<file path="src/rtl/control_multi_pkg.sv">
// Shared controller definitions: opcodes, state codes, mux selects, strobe bundle.
package control_multi_pkg;

    localparam int unsigned INSTR_W = 32;
    localparam int unsigned OP_W    = 6;
    localparam int unsigned FUNCT_W = 6;
    localparam int unsigned STATE_W = 4;
    localparam int unsigned SEL_W   = 2;

    // Opcodes (instr[31:26])
    localparam logic [OP_W-1:0] R_FORMAT = 6'd0;
    localparam logic [OP_W-1:0] J        = 6'd2;
    localparam logic [OP_W-1:0] BEQ      = 6'd4;
    localparam logic [OP_W-1:0] BGTZ     = 6'd7;
    localparam logic [OP_W-1:0] ADDIU    = 6'd9;
    localparam logic [OP_W-1:0] LW       = 6'd35;
    localparam logic [OP_W-1:0] SW       = 6'd43;

    // Shift functs that take the shift amount from the immediate path
    localparam logic [FUNCT_W-1:0] FN_SLL = 6'd0;
    localparam logic [FUNCT_W-1:0] FN_SRL = 6'd2;

    // ALU-control class
    localparam logic [SEL_W-1:0] ALUOP_ADD   = 2'b00;
    localparam logic [SEL_W-1:0] ALUOP_SUB   = 2'b01;
    localparam logic [SEL_W-1:0] ALUOP_FUNCT = 2'b10;

    // ALU B-operand select
    localparam logic [SEL_W-1:0] SRCB_REG   = 2'b00;
    localparam logic [SEL_W-1:0] SRCB_FOUR  = 2'b01;
    localparam logic [SEL_W-1:0] SRCB_IMM   = 2'b10;
    localparam logic [SEL_W-1:0] SRCB_BROFF = 2'b11;

    // Next-PC select
    localparam logic [SEL_W-1:0] PCSRC_ALU    = 2'b00;
    localparam logic [SEL_W-1:0] PCSRC_ALUOUT = 2'b01;
    localparam logic [SEL_W-1:0] PCSRC_JUMP   = 2'b10;

    typedef enum logic [STATE_W-1:0] {
        S_FETCH  = 4'd0,
        S_DECODE = 4'd1,
        S_MEMADR = 4'd2,
        S_MEMRD  = 4'd3,
        S_MEMWB  = 4'd4,
        S_MEMWR  = 4'd5,
        S_EXEC   = 4'd6,
        S_RWB    = 4'd7,
        S_BRANCH = 4'd8,
        S_JUMP   = 4'd9,
        S_ADDIEX = 4'd10,
        S_ADDIWB = 4'd11
    } state_e;

    // Datapath strobes and selects produced by the output decoder
    typedef struct packed {
        logic             pc_write;
        logic             pc_write_cond;
        logic             i_or_d;
        logic             mem_read;
        logic             mem_write;
        logic             ir_write;
        logic             mem_to_reg;
        logic             reg_dst;
        logic             reg_write;
        logic             alu_src_a;
        logic             shamt;
        logic [SEL_W-1:0] pc_source;
        logic [SEL_W-1:0] alu_src_b;
        logic [SEL_W-1:0] alu_op;
    } ctrl_t;

    function automatic logic is_shift(input logic [FUNCT_W-1:0] funct);
        return (funct == FN_SLL) || (funct == FN_SRL);
    endfunction

endpackage

</file>
<file path="src/rtl/control_multi_out.sv">
// Output decoder: strobes from current state, with mem_ready and shift-funct terms.
module control_multi_out
    import control_multi_pkg::*;
(
    input  state_e             state,
    input  logic [FUNCT_W-1:0] funct,
    input  logic               mem_ready,
    output ctrl_t              ctrl
);

    // Decode strobes; everything not named for a state stays 0
    always_comb begin
        ctrl = '0;
        case (state)
            S_FETCH: begin
                ctrl.mem_read  = 1'b1;
                ctrl.i_or_d    = 1'b0;
                ctrl.alu_src_a = 1'b0;
                ctrl.alu_src_b = SRCB_FOUR;
                ctrl.alu_op    = ALUOP_ADD;
                ctrl.pc_source = PCSRC_ALU;
                ctrl.ir_write  = mem_ready;
                ctrl.pc_write  = mem_ready;
            end
            S_DECODE: begin
                ctrl.alu_src_a = 1'b0;
                ctrl.alu_src_b = SRCB_BROFF;
                ctrl.alu_op    = ALUOP_ADD;
            end
            S_MEMADR, S_ADDIEX: begin
                ctrl.alu_src_a = 1'b1;
                ctrl.alu_src_b = SRCB_IMM;
                ctrl.alu_op    = ALUOP_ADD;
            end
            S_MEMRD: begin
                ctrl.mem_read = 1'b1;
                ctrl.i_or_d   = 1'b1;
            end
            S_MEMWR: begin
                ctrl.mem_write = 1'b1;
                ctrl.i_or_d    = 1'b1;
            end
            S_MEMWB: begin
                ctrl.reg_dst    = 1'b0;
                ctrl.mem_to_reg = 1'b1;
                ctrl.reg_write  = 1'b1;
            end
            S_EXEC: begin
                ctrl.alu_src_a = 1'b1;
                ctrl.alu_op    = ALUOP_FUNCT;
                ctrl.alu_src_b = is_shift(funct) ? SRCB_IMM : SRCB_REG;
                ctrl.shamt     = is_shift(funct);
            end
            S_RWB: begin
                ctrl.reg_dst    = 1'b1;
                ctrl.mem_to_reg = 1'b0;
                ctrl.reg_write  = 1'b1;
                ctrl.shamt      = is_shift(funct);
            end
            S_BRANCH: begin
                ctrl.alu_src_a     = 1'b1;
                ctrl.alu_src_b     = SRCB_REG;
                ctrl.alu_op        = ALUOP_SUB;
                ctrl.pc_write_cond = 1'b1;
                ctrl.pc_source     = PCSRC_ALUOUT;
            end
            S_JUMP: begin
                ctrl.pc_write  = 1'b1;
                ctrl.pc_source = PCSRC_JUMP;
            end
            S_ADDIWB: begin
                ctrl.reg_dst    = 1'b0;
                ctrl.mem_to_reg = 1'b0;
                ctrl.reg_write  = 1'b1;
            end
            default: ;
        endcase
    end

endmodule

</file>
<file path="src/rtl/control_multi.sv">
// Multi-cycle MIPS-style controller: state register, next-state logic, output decoder.
module control_multi
    import control_multi_pkg::*;
(
    input  logic               clk,
    input  logic               rst_n,
    input  logic [INSTR_W-1:0] instr,
    input  logic               mem_ready,
    output logic               PCWrite,
    output logic               PCWriteCond,
    output logic               IorD,
    output logic               MemRead,
    output logic               MemWrite,
    output logic               IRWrite,
    output logic               MemtoReg,
    output logic               RegDst,
    output logic               RegWrite,
    output logic               ALUSrcA,
    output logic               Shamt,
    output logic               Illegal,
    output logic [SEL_W-1:0]   PCSource,
    output logic [SEL_W-1:0]   ALUSrcB,
    output logic [SEL_W-1:0]   ALUOp,
    output logic [STATE_W-1:0] state
);

    state_e            state_q;
    state_e            state_d;
    logic              illegal_c;
    logic              ready_gated_c;
    ctrl_t             ctrl;
    logic [OP_W-1:0]   opcode;

    assign opcode = instr[31:26];

    // State register; reset lands in FETCH immediately
    always_ff @(posedge clk or negedge rst_n) begin
        if (!rst_n) begin
            state_q <= S_FETCH;
        end else begin
            state_q <= state_d;
        end
    end

    // Next-state selection and single-cycle Illegal flag in DECODE
    always_comb begin
        state_d   = S_FETCH;
        illegal_c = 1'b0;
        case (state_q)
            S_FETCH:  state_d = mem_ready ? S_DECODE : S_FETCH;
            S_DECODE: begin
                case (opcode)
                    R_FORMAT: state_d = (instr == '0) ? S_FETCH : S_EXEC;
                    LW, SW:   state_d = S_MEMADR;
                    BEQ, BGTZ: state_d = S_BRANCH;
                    J:        state_d = S_JUMP;
                    ADDIU:    state_d = S_ADDIEX;
                    default: begin
                        state_d   = S_FETCH;
                        illegal_c = 1'b1;
                    end
                endcase
            end
            S_MEMADR: state_d = (opcode == LW) ? S_MEMRD : S_MEMWR;
            S_MEMRD:  state_d = mem_ready ? S_MEMWB : S_MEMRD;
            S_MEMWR:  state_d = mem_ready ? S_FETCH : S_MEMWR;
            S_EXEC:   state_d = S_RWB;
            S_ADDIEX: state_d = S_ADDIWB;
            default:  state_d = S_FETCH;
        endcase
    end

    // While reset is held the FETCH strobes must not see mem_ready
    assign ready_gated_c = mem_ready & rst_n;

    control_multi_out u_out (
        .state     (state_q),
        .funct     (instr[FUNCT_W-1:0]),
        .mem_ready (ready_gated_c),
        .ctrl      (ctrl)
    );

    assign PCWrite     = ctrl.pc_write;
    assign PCWriteCond = ctrl.pc_write_cond;
    assign IorD        = ctrl.i_or_d;
    assign MemRead     = ctrl.mem_read;
    assign MemWrite    = ctrl.mem_write;
    assign IRWrite     = ctrl.ir_write;
    assign MemtoReg    = ctrl.mem_to_reg;
    assign RegDst      = ctrl.reg_dst;
    assign RegWrite    = ctrl.reg_write;
    assign ALUSrcA     = ctrl.alu_src_a;
    assign Shamt       = ctrl.shamt;
    assign PCSource    = ctrl.pc_source;
    assign ALUSrcB     = ctrl.alu_src_b;
    assign ALUOp       = ctrl.alu_op;
    assign Illegal     = illegal_c;
    assign state       = STATE_W'(state_q);

endmodule

</file>
<file path="config.mk">
export PLATFORM = sky130hd
export DESIGN_NAME = control_multi
export DESIGN_NICKNAME = d
export VERILOG_FILES = /design/src/rtl/control_multi_pkg.sv /design/src/rtl/control_multi_out.sv /design/src/rtl/control_multi.sv
export SDC_FILE = /design/constraint.sdc
export NUM_CORES = 1
export LEC_CHECK = 0
export CAP_MARGIN = 20
export CORE_ASPECT_RATIO = 0.9
export CORE_MARGIN = 4
export CORE_UTILIZATION = 30
export DETAILED_ROUTE_END_ITERATION = 10
export GPL_ROUTABILITY_DRIVEN = 0
export PLACE_DENSITY = 0.76
export SYNTH_ARGS = -nofsm -noshare
export SYNTH_HDL_FRONTEND = slang
export SYNTH_SLANG_ARGS = --single-unit
</file>
<file path="constraint.sdc">
create_clock -name clk -period 4.1 [get_ports clk]
set_input_delay 0.41 -clock clk [delete_from_list [all_inputs] [get_ports clk]]
set_output_delay 0.41 -clock clk [all_outputs]
set_load 0.05 [all_outputs]
</file>
Word-level counts from Yosys, hierarchy flattened --
Index checks and enable logic that the tools add are counted.
Cells by class: equal/unequal tests 18, mux-type cells 21, bitwise logic cells 1, reductions and logical operators 13
Operator list (number):
- $pmux 4 s5 | 2
- $logic_not 32->1 | 1
- $pmux 4 s7 | 1
- $eq 4x3->1 const B | 4
- $eq 4x4->1 const B | 4
- $eq 6x2->1 const B | 2
- $eq 6x3->1 const B | 2
- $eq 6x6->1 const B | 2
- $logic_not 6->1 | 2
- $mux 3 | 4
- $reduce_or 2->1 | 6
- $mux 1 | 10
- $pmux 3 s3 | 1
- $eq 4x2->1 const B | 2
- $reduce_or 7->1 | 1
- $eq 6x4->1 const B | 1
- $eq 4x1->1 const B | 1
- $logic_not 4->1 | 1
- $pmux 2 s2 | 1
- $reduce_or 4->1 | 1
- $mux 2 | 1
- $pmux 1 s2 | 1
- $and 1x1->1 | 1
- $logic_or 1x1->1 | 1
Word-level totals: bits in registers 4, input bits 35, output and inout port bits 22

Depth between registers and ports, before layout --
depth in word-level cells 4, gate-level depth with buffers 6, gate-level depth less buffers 4

Modules after synthesis --
From an unflattened synthesis, not the netlist that was laid out.
Second synthesis, totals: cells, all modules 92, area, all modules 648.1 um2
By module, submodules not included:
- control_multi | instances 1, cells each 57, area an instance 451.7 um2, seq. area each 100.1 um2
- control_multi_out | instances 1, cells each 35, area an instance 196.4 um2, seq. area each 0.0 um2

Worst setup path before layout --
No wires, ideal clock.
path kind flip-flop to output port, start point reg state_q[1], in the netlist state[1], end point out Shamt, data arrival time 2838 ps, required time 3690 ps, slack 852 ps, cell stages (with the launch flop) 5, path through dfrtp_1 > buf_2 > buf_1 > inv_1 > nor4_1
On the way: cells in the longest elaborated chain, start to end 3, elaborated cells on any way between the ends 4, those cells by class eq/ne (2); mux (1); reduce/logical (1)
RTL lines:
- from (decl) | RTL line control_multi.sv:27 | state_e state_q;
- from (signal assigned) | RTL line control_multi.sv:41 | state_q <= state_d;
- $eq 4x3->1 | RTL line control_multi_out.sv:14 | case (state)
- $reduce_or 2->1 (no line) (*)
- $mux 1 (*)
- to (decl) | RTL line control_multi.sv:19 | output logic Shamt,
Every way passes the cells marked *; elsewhere a longest branch is shown, timed or not.

Final worst setup path --
start point in instr[27], end point out Illegal
On the way: cells in the longest elaborated chain, start to end 4, elaborated cells on any way between the ends 10, those cells by class eq/ne (6); mux (2); reduce/logical (2)
RTL lines:
- from (decl) | RTL line control_multi.sv:7 | input logic [INSTR_W-1:0] instr,
- $eq 6x6->1, or another cell as far along | RTL line control_multi.sv:52 | case (opcode)
- $reduce_or 7->1 (no line) (*)
- $mux 1 (*) | RTL line control_multi.sv:52
- $mux 1 (*) | RTL line control_multi.sv:49 | case (state_q)
- to (decl) | RTL line control_multi.sv:20 | output logic Illegal,
Marked as above.

==> reports/metrics.csv <==
stage,metric,value,unit
run_status,status,finished clean,
worst_hold_path,HP Class,input port to async pin,
sta,pin slew with the least headroom to its limit,648,ps
sta,# setup viols final,0,
power_and_ir_drop,Reg power frac,21.6,%
layout,Layout Nets,182,
setup_path,r2r setup slk,2170,ps
synth,synth warn,0,
clocking,htree depth,1,
setup_path,Slowest Stage Delay on Critical Path,830,ps
synth,Synth Cell Area,682,µm²
power_and_ir_drop,Net Switching,0.000110,W
setup_path,RR Startpoint,state[0],
power_and_ir_drop,Power Density,207,nW/µm²
sta,PnR worst setup slack,1100,ps
layout,antenna cell count,0,
synth,area share of the largest cell type after synthesis,14.7,%
place,dpl ws,1100,ps
detailed_routing,DRT Pass-1 Iters,4,
power_and_ir_drop,P_int,0.000149,W
synth,Synth async-reset ratio,100,%
setup_path,Setup CP Type,input port to output port,
clocking,clock sink total,4,
clocking,CTS tree,built,
global_routing,gr usage total,16.2,%
clocking,clk_lat worst skew,230,ps
synth,"Top FF cell, synth",dfrtp_1,
detailed_routing,DRC,0,
synth,Post-synth EDFFs,0,
detailed_routing,WL met2,1.34,mm
layout,FF/Latch Area,100,µm²
layout,FILL cells,203,
setup_path,"delay-heaviest family, CP",buffers and inverters,
setup_path,worst-case reg-to-reg path depth,4,
clocking,root buf cell,clkbuf_4,
setup_path,worst path required time,3690,ps
global_routing,largest net degree at the start of global routing,22,
die,core outline area,2160,µm²
detailed_routing,DR vias,909,
synth,Synth area leader,dfrtp_1,
die,Initial Util,31.5,%
power_and_ir_drop,Gate power share,60.8,%
clocking,Setup Buffers After CTS,0,
synth,synth unique cells,41,
sta,Final Max Tran Viols,0,
synth,largest cells by area after synthesis,"dfrtp_1 (15%), nor2_1 (6.6%), nand2b_1 (5.5%)",
setup_path,RR Endpoint,state[2],
sta,setup TNS,0,ps
detailed_routing,Via-to-Cell Ratio,5.28,
setup_path,critical path buffer and inverter count,2,
power_and_ir_drop,Clock Power Share,17.6,%
layout,area occupied by multi-input gates,532,µm²
layout,max reg flops,4,
synth,Syn Nets,129,
power_and_ir_drop,Sw Ratio,42.6,%
detailed_routing,post-route ant nets,0,
clocking,hold buffer count at cts,0,
sta,Layout Skew,1.82,ps
detailed_routing,initial drt markers,19,
sta,Final Hold Fails,0,
die,row count,16,
clocking,CTS Buffer Depth,2,
place,post-DP HPWL,2.07,mm
setup_path,"Max FO, Critical Path",8,
global_routing,antenna violations before repair,0,
die,I/O pins,57,
setup_path,Worst setup endpoint,Illegal,
power_and_ir_drop,Final Power,0.000259,W
clocking,Clock Pin Slew Worst Setup and Hold Paths,30,ps
synth,"count leader, synth",nor2_1,
setup_path,Setup crit end kind,output port,
global_routing,first-pass GRT wire length,3.85,mm
sta,RSZ-0062 raised after global routing,false,
detailed_routing,uppermost layer routed,met4,
setup_path,CP startpoint,instr[27],
global_routing,grt total ovfl,0,
synth,"top cells by count, synth","nor2_1 (12), nor3_1 (7), nand2b_1 (6), nor4_1 (5)",
synth,"Seq/Total Area, Yosys",14.7,%
setup_path,Crit path arrival time,2590,ps
power_and_ir_drop,Worst IR Drop VDD,0.000135,V
synth,cells after synthesis,94,
clocking,post-cts repair resize count,0,
setup_path,Critical Path Source Type,input port,
place,port bufs,56,
layout,"Area growth, synth to finish",83.7,%
sta,Final Cycle Share,73.1,%
die,Die ar.,3100,µm²
die,die height,53.2,µm
synth,post-synthesis register bit count,4,
layout,share of cells above drive strength 1,8.28,%
detailed_routing,final wirelength,2.52,mm
sta,Fmax,0.334,GHz
power_and_ir_drop,leakage,0.438,nW
synth,synthesized area per cell,7.25,µm²
setup_path,Worst path depth,6,
global_routing,number of global-route vias before repair,798,
detailed_routing,M1 wire length,1.04,mm
die,die width,58.3,µm
clocking,cts bufs inserted,3,
setup_path,crit-path most repeated cell,clkdlybuf4s50_1,
detailed_routing,WL/cell,14.7,µm
sta,Slew headroom,56.8,%
detailed_routing,Detail Route met3 WL,137,µm
setup_path,CP cell instances,clkdlybuf4s50_1 > nand4b_1 > a21bo_2 > a21o_1 > a21boi_0 > clkdlybuf4s50_1,
setup_path,Slowest cell on crit path,clkdlybuf4s50_1,
sta,min Tclk post-route,3000,ps
run,number of max-cap violations,0,
worst min-delay path by stage:
stage | end | slack (ps) | cells past startpoint
finish | state[1] | 390 | 1
CTS | state[1] | 390 | 1
global placement | state[3] | 630 | 1
floorplan | state[0] | 110 | 0
detailed placement | state[3] | 630 | 1
global route | state[1] | 420 | 1
metal layers:
| layer | vias to the layer above | track usage, % |
|---|---|---|
| li1 | 460 | - |
| met1 | 424 | 19.4 |
| met2 | 23 | 30.5 |
| met3 | 2 | 2.44 |
| met4 | 0 | 3.47 |
| met5 | - | 0 |
layout make-up:
type / count / share of cell area (%)
tap: 27 / 2.70
sequential: 4 / 7.99
timing repair buffer: 56 / 44.8
inverter: 1 / 0.300
clock buffer: 3 / 1.80
multi-input combinational: 81 / 42.5
cells in the final DEF, fill, tap and decap left out, drive strengths merged:
master	Yosys	routed
a211oi	1	1
a21bo	1	1
a21boi	1	1
a21o	1	1
a21oi	4	4
a22oi	1	1
a31o	2	2
and2	1	1
and3	1	1
and4b	1	1
clkbuf	4	3
clkdlybuf4s50	0	56
dfrtp	4	4
inv	1	1
nand2	4	4
nand2b	6	6
nand3	2	2
nand4	1	1
nand4b	1	1
nor2	12	12
nor2b	3	3
nor3	7	7
nor3b	4	4
nor4	5	5
nor4b	2	2
o2111ai	1	1
o211a	1	1
o21ai	4	4
o22ai	3	3
o2bb2a	1	1
o31ai	1	1
o32ai	2	2
or2	1	1
or4	3	3
or4b	1	1
xnor2	1	1
xor2	1	1
metrics by stage:
stage	util [%]	cell area, µm²	hold WS (ps)	instances
after global routing	57.9	1250	420	172
after floorplan	-	682	114	94
after detailed placement	56.9	1230	633	169
final	57.9	1250	395	172
after global placement	56.9	1230	631	169
after CTS	57.9	1250	393	172
kinds of logic after synthesis:
family | Yosys count | synth area share (%)
AND/OR/NAND/NOR | 55 | 49.2
AO/OA/AOI/OAI | 24 | 26.2
XOR/XNOR | 2 | 2.57
flip-flops | 4 | 14.7
buffers and inverters | 9 | 7.34
power groups by stage:
stage	Sequential [W]	Combinational [W]	Clock, W
finish	0.0000560	0.000158	0.0000456
global route	0.0000577	0.000167	0.0000488
CTS	0.0000560	0.000159	0.0000476
detailed placement	0.0000566	0.000158	0
global placement	0.0000556	0.000156	0
floorplan	0.0000543	0.0000938	0
No activity file was read; power rests on OpenSTA's default activity.
